===== config.mk =====
export PLATFORM = sky130hd
export DESIGN_NAME = operand_regfile
export DESIGN_NICKNAME = d
export VERILOG_FILES = /design/src/rtl/config_pkg.sv /design/src/rtl/regfile_rd_pipe.sv /design/src/rtl/operand_regfile.sv
export SDC_FILE = /design/constraint.sdc
export NUM_CORES = 1
export LEC_CHECK = 0
export CAP_MARGIN = 20
export CORE_AREA = 2 2 283 285
export DETAILED_ROUTE_END_ITERATION = 8
export DIE_AREA = 0 0 285 287
export PLACE_DENSITY = 0.68
export SKIP_CTS_REPAIR_TIMING = 1
export SLEW_MARGIN = 20
export SYNTH_ARGS = -nofsm -noshare
export SYNTH_HDL_FRONTEND = slang
export SYNTH_HIERARCHICAL = 1
export SYNTH_SLANG_ARGS = --single-unit

===== constraint.sdc =====
create_clock -name clk_i -period 8.2 [get_ports clk_i]
set_input_delay 0.82 -clock clk_i [delete_from_list [all_inputs] [get_ports clk_i]]
set_output_delay 0.82 -clock clk_i [all_outputs]
set_load 0.005 [all_outputs]

===== src/rtl/config_pkg.sv =====
// Shared configuration for the operand datapath: word and address types,
// plus the register-file sequencer states.
package config_pkg;

  localparam int ADDR_W = 8;
  localparam int DATA_W = 32;

  typedef logic [ADDR_W-1:0] addr_t;
  typedef logic [DATA_W-1:0] data_t;

  // INIT clears the array after reset; RUN serves reads and writes.
  typedef enum logic {
    INIT,
    RUN
  } regfile_state_t;

  // True when an address selects a real entry of a DEPTH-entry array.
  function automatic logic addr_in_range(input addr_t addr, input int depth);
    return int'(addr) < depth;
  endfunction

endpackage


===== src/rtl/regfile_rd_pipe.sv =====
// Fixed-latency return pipeline for register-file reads. Carries
// {valid, err, data} through LATENCY stages; data stages only load when
// their input is valid, so the output word holds between returns.
module regfile_rd_pipe
  import config_pkg::*;
#(
  parameter int LATENCY = 2
) (
  input  logic  clk,
  input  logic  arst,
  input  logic  in_valid,
  input  logic  in_err,
  input  data_t in_data,
  output logic  out_valid,
  output logic  out_err,
  output data_t out_data
);

  logic [LATENCY-1:0] valid_q;
  logic [LATENCY-1:0] err_q;
  data_t              data_q [LATENCY];

  // Shift the request through the stages; reset drops everything in flight.
  always_ff @(posedge clk or posedge arst) begin
    if (arst) begin
      valid_q <= '0;
      err_q   <= '0;
      for (int i = 0; i < LATENCY; i++) begin
        data_q[i] <= '0;
      end
    end else begin
      valid_q[0] <= in_valid;
      err_q[0]   <= in_valid && in_err;
      if (in_valid) begin
        data_q[0] <= in_data;
      end
      for (int i = 1; i < LATENCY; i++) begin
        valid_q[i] <= valid_q[i-1];
        err_q[i]   <= err_q[i-1];
        if (valid_q[i-1]) begin
          data_q[i] <= data_q[i-1];
        end
      end
    end
  end

  assign out_valid = valid_q[LATENCY-1];
  assign out_err   = err_q[LATENCY-1];
  assign out_data  = data_q[LATENCY-1];

endmodule


===== src/rtl/operand_regfile.sv =====
// Operand register file: single-ported flop array with a valid/ready read
// address port, a fixed-latency valid-only read data port and a write port
// from writeback. After reset an init sequencer zeroes every entry.
module operand_regfile
  import config_pkg::*;
#(
  parameter int DEPTH      = 32,
  parameter int RD_LATENCY = 2
) (
  input  logic  clk_i,
  input  logic  arst_i,
  input  addr_t rd_addr_i,
  input  logic  rd_addr_valid_i,
  output logic  rd_addr_ready_o,
  output data_t rd_data_o,
  output logic  rd_data_valid_o,
  output logic  rd_err_o,
  input  addr_t wr_addr_i,
  input  data_t wr_data_i,
  input  logic  wr_valid_i,
  output logic  wr_ready_o,
  output logic  init_done_o
);

  localparam int CNT_W = $clog2(DEPTH);

  typedef logic [CNT_W-1:0] idx_t;

  regfile_state_t state_q;
  regfile_state_t state_d;
  idx_t           clr_cnt_q;
  logic           clr_last;
  data_t          mem [DEPTH];

  logic  running;
  logic  wr_fire;
  logic  wr_in_range;
  logic  rd_fire;
  logic  rd_in_range;
  data_t rd_word;

  assign running  = (state_q == RUN);
  assign clr_last = (clr_cnt_q == idx_t'(DEPTH - 1));

  // A write owns the single array port, so it blocks any read that cycle.
  assign wr_ready_o      = running;
  assign rd_addr_ready_o = running && !wr_valid_i;
  assign init_done_o     = running;

  assign wr_fire     = wr_valid_i && wr_ready_o;
  assign wr_in_range = addr_in_range(wr_addr_i, DEPTH);
  assign rd_fire     = rd_addr_valid_i && rd_addr_ready_o;
  assign rd_in_range = addr_in_range(rd_addr_i, DEPTH);

  // Sequencer state and clear counter; reset always restarts the clear.
  always_ff @(posedge clk_i or posedge arst_i) begin
    if (arst_i) begin
      state_q   <= INIT;
      clr_cnt_q <= '0;
    end else begin
      state_q <= state_d;
      if (state_q == INIT && !clr_last) begin
        clr_cnt_q <= clr_cnt_q + idx_t'(1);
      end
    end
  end

  // Leave INIT on the cycle the last entry is being cleared; RUN is sticky.
  always_comb begin
    state_d = state_q;
    if (state_q == INIT && clr_last) begin
      state_d = RUN;
    end
  end

  // Array update: clearing during INIT, otherwise in-range writes only.
  always_ff @(posedge clk_i) begin
    if (state_q == INIT) begin
      mem[clr_cnt_q] <= '0;
    end else if (wr_fire && wr_in_range) begin
      mem[wr_addr_i[CNT_W-1:0]] <= wr_data_i;
    end
  end

  // Sample the array at acceptance; out-of-range reads return zero.
  always_comb begin
    rd_word = '0;
    if (rd_in_range) begin
      rd_word = mem[rd_addr_i[CNT_W-1:0]];
    end
  end

  regfile_rd_pipe #(
    .LATENCY (RD_LATENCY)
  ) u_rd_pipe (
    .clk       (clk_i),
    .arst      (arst_i),
    .in_valid  (rd_fire),
    .in_err    (!rd_in_range),
    .in_data   (rd_word),
    .out_valid (rd_data_valid_o),
    .out_err   (rd_err_o),
    .out_data  (rd_data_o)
  );

endmodule


# == Word-level counts from Yosys, hierarchy flattened ==
# Memories as Yosys holds them, arrays and structs flattened.
# Index checks and enable logic that the tools add are counted.
# word_totals
ramBits,1024
n_memories,1
rom_bits,0
latch_bits,0
word_cells,31
in_bits,52
ff_bits,74
# op_classes
muxes,8
n_div,0
eq_ne,1
n_mul,0
bitwise,1
magnitude_cmp,2
n_shift,0
n_reduce_logical,11
add_sub_neg,1
# memory_table
name,depth,width,rd,rd_clocked_by_memory_dff,wr,line_no,text
mem,32,32,1,0,1,operand_regfile.sv:33,data_t mem [DEPTH];
# ops
operator,n
$mux 32,2
$reduce_or 32->1,1
$lt 8x6->1 const B,2
$logic_and 1x1->1,7
$add 5x1->5 const B,1
$eq 5x5->1 const B,1
$mux 1,5
$mux 5,1
$logic_not 1->1,3
$not 1->1,1

# == Depth between registers and ports, before layout ==
# logic_depth
word_depth,7
depth_mapped,9

# == Hierarchy ==
# The synthesis kept the hierarchy.
# by_module_without_submodules
mod,n_inst,area_per_inst_um2,seq_area_each_um2,cells_per_inst
operand_regfile,1,39919.5,30899.6,1786
regfile_rd_pipe,1,3010.4,1701.6,174

# == Worst setup path after synthesis ==
# Ideal clock, no wire load.
# synth_path
kind,input to register
startpoint,in wr_addr_i[7]
endpoint,"mem mem[25][0] in the netlist's numbering, enable pin"
required_ns,7.779
setup_time_ns,0.421
arrival_time_ns,3.181
slack_ns,4.598
stages,3
cell_sequence,nor4_2 > mux2_2 > nor2_1
# synth_via
elab_chain_len,7
elab_cells_between_ends,8
cone_classes,order compare: 1; mux: 5; reduce/logical: 2
# synth_rtl
item,line_no,text
start: declaration,operand_regfile.sv:18,"input addr_t wr_addr_i,"
$lt 8x6->1 *,config_pkg.sv:19,return int'(addr) < depth;
$logic_and 1x1->1 *,operand_regfile.sv:80,end else if (wr_fire && wr_in_range) begin
$mux 1 *,operand_regfile.sv:80,
$mux 1 *,operand_regfile.sv:78,if (state_q == INIT) begin
$mux 1 (not written as such) *,operand_regfile.sv:81,mem[wr_addr_i[CNT_W-1:0]] <= wr_data_i;
$reduce_or 32->1 (no line),-,
$mux 5 (no line) / $mux 1 (equally long branches),-,
end: declaration,operand_regfile.sv:33,
# Mark *: on every way between the ends. The rest lies on a longest branch, timed or not.

# == Worst setup path after layout ==
# layout_path
startpoint,in rd_addr_i[0]
endpoint,reg u_rd_pipe/data_q[32] in the netlist's numbering
# layout_via
elab_chain_len,2
elab_cells_between_ends,3
cone_classes,order compare: 1; mux: 1; memory: 1
# layout_rtl
item,line_no,text
start: declaration,operand_regfile.sv:12,"input addr_t rd_addr_i,"
$mem_v2 32x32 / $lt 8x6->1 (equally long branches),-,
$mux 32 *,operand_regfile.sv:88,if (rd_in_range) begin
net rd_word[0],operand_regfile.sv:40,data_t rd_word;
end signal: indexed assignment,regfile_rd_pipe.sv:41,data_q[i] <= data_q[i-1];
end: declaration,regfile_rd_pipe.sv:21,data_t data_q [LATENCY];
# Mark *: on every way through the listed nets, which the timed path passes. The rest lies on a longest branch.
# A chain may end at the register's enable or synchronous reset.

==> insert_results.sql <==
INSERT INTO impl_metrics (metric_group, metric, value, unit) VALUES
('status', 'status', 'finished clean', ''),
('global_routing', 'antenna_found_initial', '3', ''),
('global_routing', 'first_global_vias', '20440', ''),
('yosys', 'netlist_instances', '1960', ''),
('critical_path', 'critical_path_required', '8800', 'ps'),
('critical_path', 'critPathMostFrequentCell', 'buf_4', ''),
('pwr', 'power.leakage', '18.3', 'nW'),
('place', 'dpl.hpwl', '53300', 'um'),
('clocking', 'tritoncts', 'yes', ''),
('yosys', 'synth_seq_cells', '1098', ''),
('clocking', 'clock_transition_time_at_the_flip_flop_clock_pins_of_the_worst_setup_and_hold_paths', '60', 'ps'),
('sta', 'clock_skew', '25.7', 'ps'),
('floorplan', 'num_io_pins', '89', ''),
('pwr', 'powerDensity', '234', 'nW/um2'),
('drt', 'drt.antenna.violating_nets', '0', ''),
('place', 'buffer_ports.inserted', '88', ''),
('yosys', 'cell_area_after_synthesis', '42900', 'um2'),
('sta', 'hold_viol_final', '0', ''),
('floorplan', 'floorplan_core_area', '78600', 'um2'),
('finish', 'nets_final', '2130', ''),
('finish', 'area_delta_synth_final', '13.7', '%'),
('sta', 'rsz_0062_raised_after_global_routing', 'no', ''),
('floorplan', 'placement_rows', '103', ''),
('sta', 'fin_max_slew_vios', '0', ''),
('critical_path', 'worstPathMaxFanout', '36', ''),
('pwr', 'vdd.ir_drop.worst', '0.195', 'mV'),
('drt', 'drt_drc_violations_left', '0', ''),
('critical_path', 'path_buf_inv', '3', ''),
('pwr', 'power.share.sequential', '53.3', '%'),
('pwr', 'p_switching', '0.00226', 'W'),
('sta', 'post-route-period-util', '44.8', '%'),
('sta', 'finalWorstPathRequiredPeriod', '3670', 'ps'),
('drt', 'drt_iter0_drc', '2648', ''),
('finish', 'share_of_the_core_filled_with_cells_in_the_final_layout', '62.1', '%'),
('critical_path', 'arrival', '4270', 'ps'),
('yosys', 'seq_area_frac_synth', '75.9', '%'),
('pwr', 'totalPowerFinal', '0.0114', 'W'),
('floorplan', 'chipHeight', '287', 'um'),
('yosys', 'synth_cell_type_count', '41', ''),
('global_routing', 'globalRoute.totalOverflow', '0', ''),
('global_routing', 'first_pass_grt_wire_length', '139000', 'um'),
('yosys', 'average_footprint_of_a_synthesized_cell', '21.9', 'um2'),
('critical_path', 'timing.critical_path.from_type', 'input port', ''),
('drt', 'drt_first_pass_iters', '5', ''),
('global_routing', 'pin_count_of_the_biggest_net_entering_global_routing', '104', ''),
('sta', 'maxClockFrequency', '272', 'MHz'),
('drt', 'route.vias.total', '20234', ''),
('clocking', 'max-clock-path-buffers', '3', ''),
('critical_path', 'critical_path.endpoint_type', 'flop', ''),
('sta', 'worst_slew_margin_rel', '26.3', '%'),
('pwr', 'internal_dissipation', '0.00918', 'W'),
('drt', 'average_via_count_per_standard_cell', '6.29', ''),
('yosys', 'warnings_synthesis', '6', ''),
('pwr', 'power.share.combinational', '3.2', '%'),
('floorplan', 'die_area', '81800', 'um2'),
('place', 'gpl.final_weighted_congestion', '0.768', ''),
('clocking', 'cts-buffers-inserted', '107', ''),
('hold_path', 'hold_path_class', 'reg2reg', ''),
('sta', 'fin_tns_setup', '0', 'ps'),
('critical_path', 'timing.critical_path.cells', 'buf_4, clkinv_2, buf_4, nor2_1, a22oi_1, a31oi_1, mux2_4', ''),
('pwr', 'switching_share', '19.7', '%'),
('critical_path', 'crit_path_max_incr_delay', '950', 'ps'),
('floorplan', 'start_util', '54.6', '%'),
('clocking', 'clk-insertion-delay-late', '670', 'ps'),
('clocking', 'cts_root_buffer', 'clkbuf_16', ''),
('job', 'cap_violations', '0', ''),
('critical_path', 'critical_path.top_delay_family', 'buffers and inverters', ''),
('drt', 'route.detailed.wl_per_inst', '29.6', 'um'),
('finish', 'layout.cells.most_common_list', 'edfxtp_1 (1024), mux4_2 (223), mux2i_1 (133), clkbuf_16 (110), clkdlybuf4s50_1 (83)', ''),
('yosys', 'mappedNetlistNets', '2014', ''),
('clocking', 'cts.sink_count', '1098', ''),
('finish', 'share_of_final_layout_standard_cells_stronger_than_drive_strength_1', '26.9', '%'),
('pwr', 'power_frac_clock', '43.5', '%'),
('global_routing', 'grt_usage', '23.6', '%'),
('sta', 'worst-slew-pin-transition', '1100', 'ps'),
('sta', 'timing.final.setup_violations', '0', ''),
('drt', 'routed_wirelength', '95100', 'um'),
('critical_path', 'critical_path_start_end_classification', 'in2reg', ''),
('clocking', 'cts_max_level', '3', ''),
('floorplan', 'floorplan.die.width', '285', 'um'),
('critical_path', 'cp_slowest_cell', 'clkinv_2', ''),
('finish', 'mostFrequentLayoutCell', 'edfxtp_1', '');
[kinds of logic after synthesis]
| family | after synthesis | synth area share, % |
|---|---|---|
| AO/OA/AOI/OAI | 157 | 2.81 |
| XOR/XNOR | 3 | 0.0612 |
| adder cells (fa/ha/maj) | 2 | 0.0583 |
| buffers and inverters | 156 | 2.55 |
| flip-flops | 1098 | 75.9 |
| multiplexers | 425 | 17.2 |
| AND/OR/NAND/NOR | 119 | 1.42 |
[final cells by class]
class / instances / area [um2]
Antenna cell: 1 / 2.50
Clock buffer: 150 / 3010
Clock inverter: 49 / 588
Fill cell: 5323 / 29800
Inverter: 7 / 28.8
Multi-Input combinational cell: 706 / 9540
Sequential cell: 1098 / 32600
Tap cell: 1050 / 1310
Timing Repair Buffer: 156 / 1740
[worst reg2reg max path: cells and delay by family (launching register included)]
family                 cells  cell delay [ps]
multiplexers               1              520
flip-flops                 1              460
buffers and inverters      2              980
AND/OR/NAND/NOR            3              670
[flip-flops by register name, summed over array words and instances, names as in the netlist]
| signal | count |
|---|---|
| u_rd_pipe/out_data | 32 |
| u_rd_pipe/data_q | 32 |
| clr_cnt_q | 5 |
| u_rd_pipe/err_q | 2 |
| u_rd_pipe/valid_q | 2 |
| mem | 1024 |
| init_done_o | 1 |
[metrics by stage]
| step | cell area, um2 | hold slack (ps) | setup WS (ps) | cells |
|---|---|---|---|---|
| after detailed placement | 45200 | 335 | 3890 | 3016 |
| after global placement | 44700 | 332 | 4000 | 2996 |
| after floorplan | 42900 | 331 | 4600 | 1960 |
| after CTS | 48800 | 349 | 4570 | 3215 |
| after global routing | 48800 | 354 | 4300 | 3216 |
| final | 48800 | 347 | 4530 | 3217 |
[final timing paths]
| path | start | end | slack, ps | depth (start not counted) |
|---|---|---|---|---|
| max in group asynchronous | arst_i | u_rd_pipe/valid_q[0] | 6570 | 3 |
| min in group asynchronous | arst_i | u_rd_pipe/data_q[49] | 470 | 2 |
| min reg2reg | u_rd_pipe/err_q[0] | u_rd_pipe/err_q[1] | 350 | 0 |
| min | u_rd_pipe/err_q[0] | u_rd_pipe/err_q[1] | 350 | 0 |
| max reg2reg | init_done_o | mem[29][7] | 5170 | 6 |
| max | rd_addr_i[0] | u_rd_pipe/data_q[32] | 4530 | 7 |
[synth_stat cells (all sizes together)]
master,number,area [um2]
a221oi,24,216
nor3b,6,45.0
o21ai,25,125
and2,35,219
dfrtp,74,1850
clkbuf,35,141
nor2b,4,25.0
a32oi,4,35.0
nand4,1,6.26
nor4,1,12.5
nor3,2,10.0
ha,2,25.0
a31oi,32,200
nand2,21,78.8
and3,1,6.26
mux4,224,5050
edfxtp,1024,30700
nor2,40,150
xor2,1,8.76
mux2,68,987
xnor2,2,17.5
nand3b,4,30.0
buf,114,926
inv,7,26.3
nand3,2,10.0
and2b,1,10.0
mux2i,133,1330
or3,1,6.26
a22oi,32,240
o2111ai,8,70.1
a221o,32,320
[metal layers]
metal	wire, um	GRT usage (%)	vias up
met4	1540	5.56	4
met5	26	0	-
li1	-	-	8388
met1	39300	34.8	10836
met2	46400	37.5	884
met3	7780	3.88	122
[power groups by stage]
stage	Clock (W)	Combinational (W)	Sequential [W]
2_1_floorplan	0	0.000266	0.00620
4_1_cts	0.00503	0.000371	0.00610
6_report	0.00497	0.000366	0.00610
3_3_place_gp	0	0.000365	0.00622
5_1_grt	0.00524	0.000390	0.00610
3_5_place_dp	0	0.000371	0.00622
Note: power is estimated with default switching activity, not from simulation.
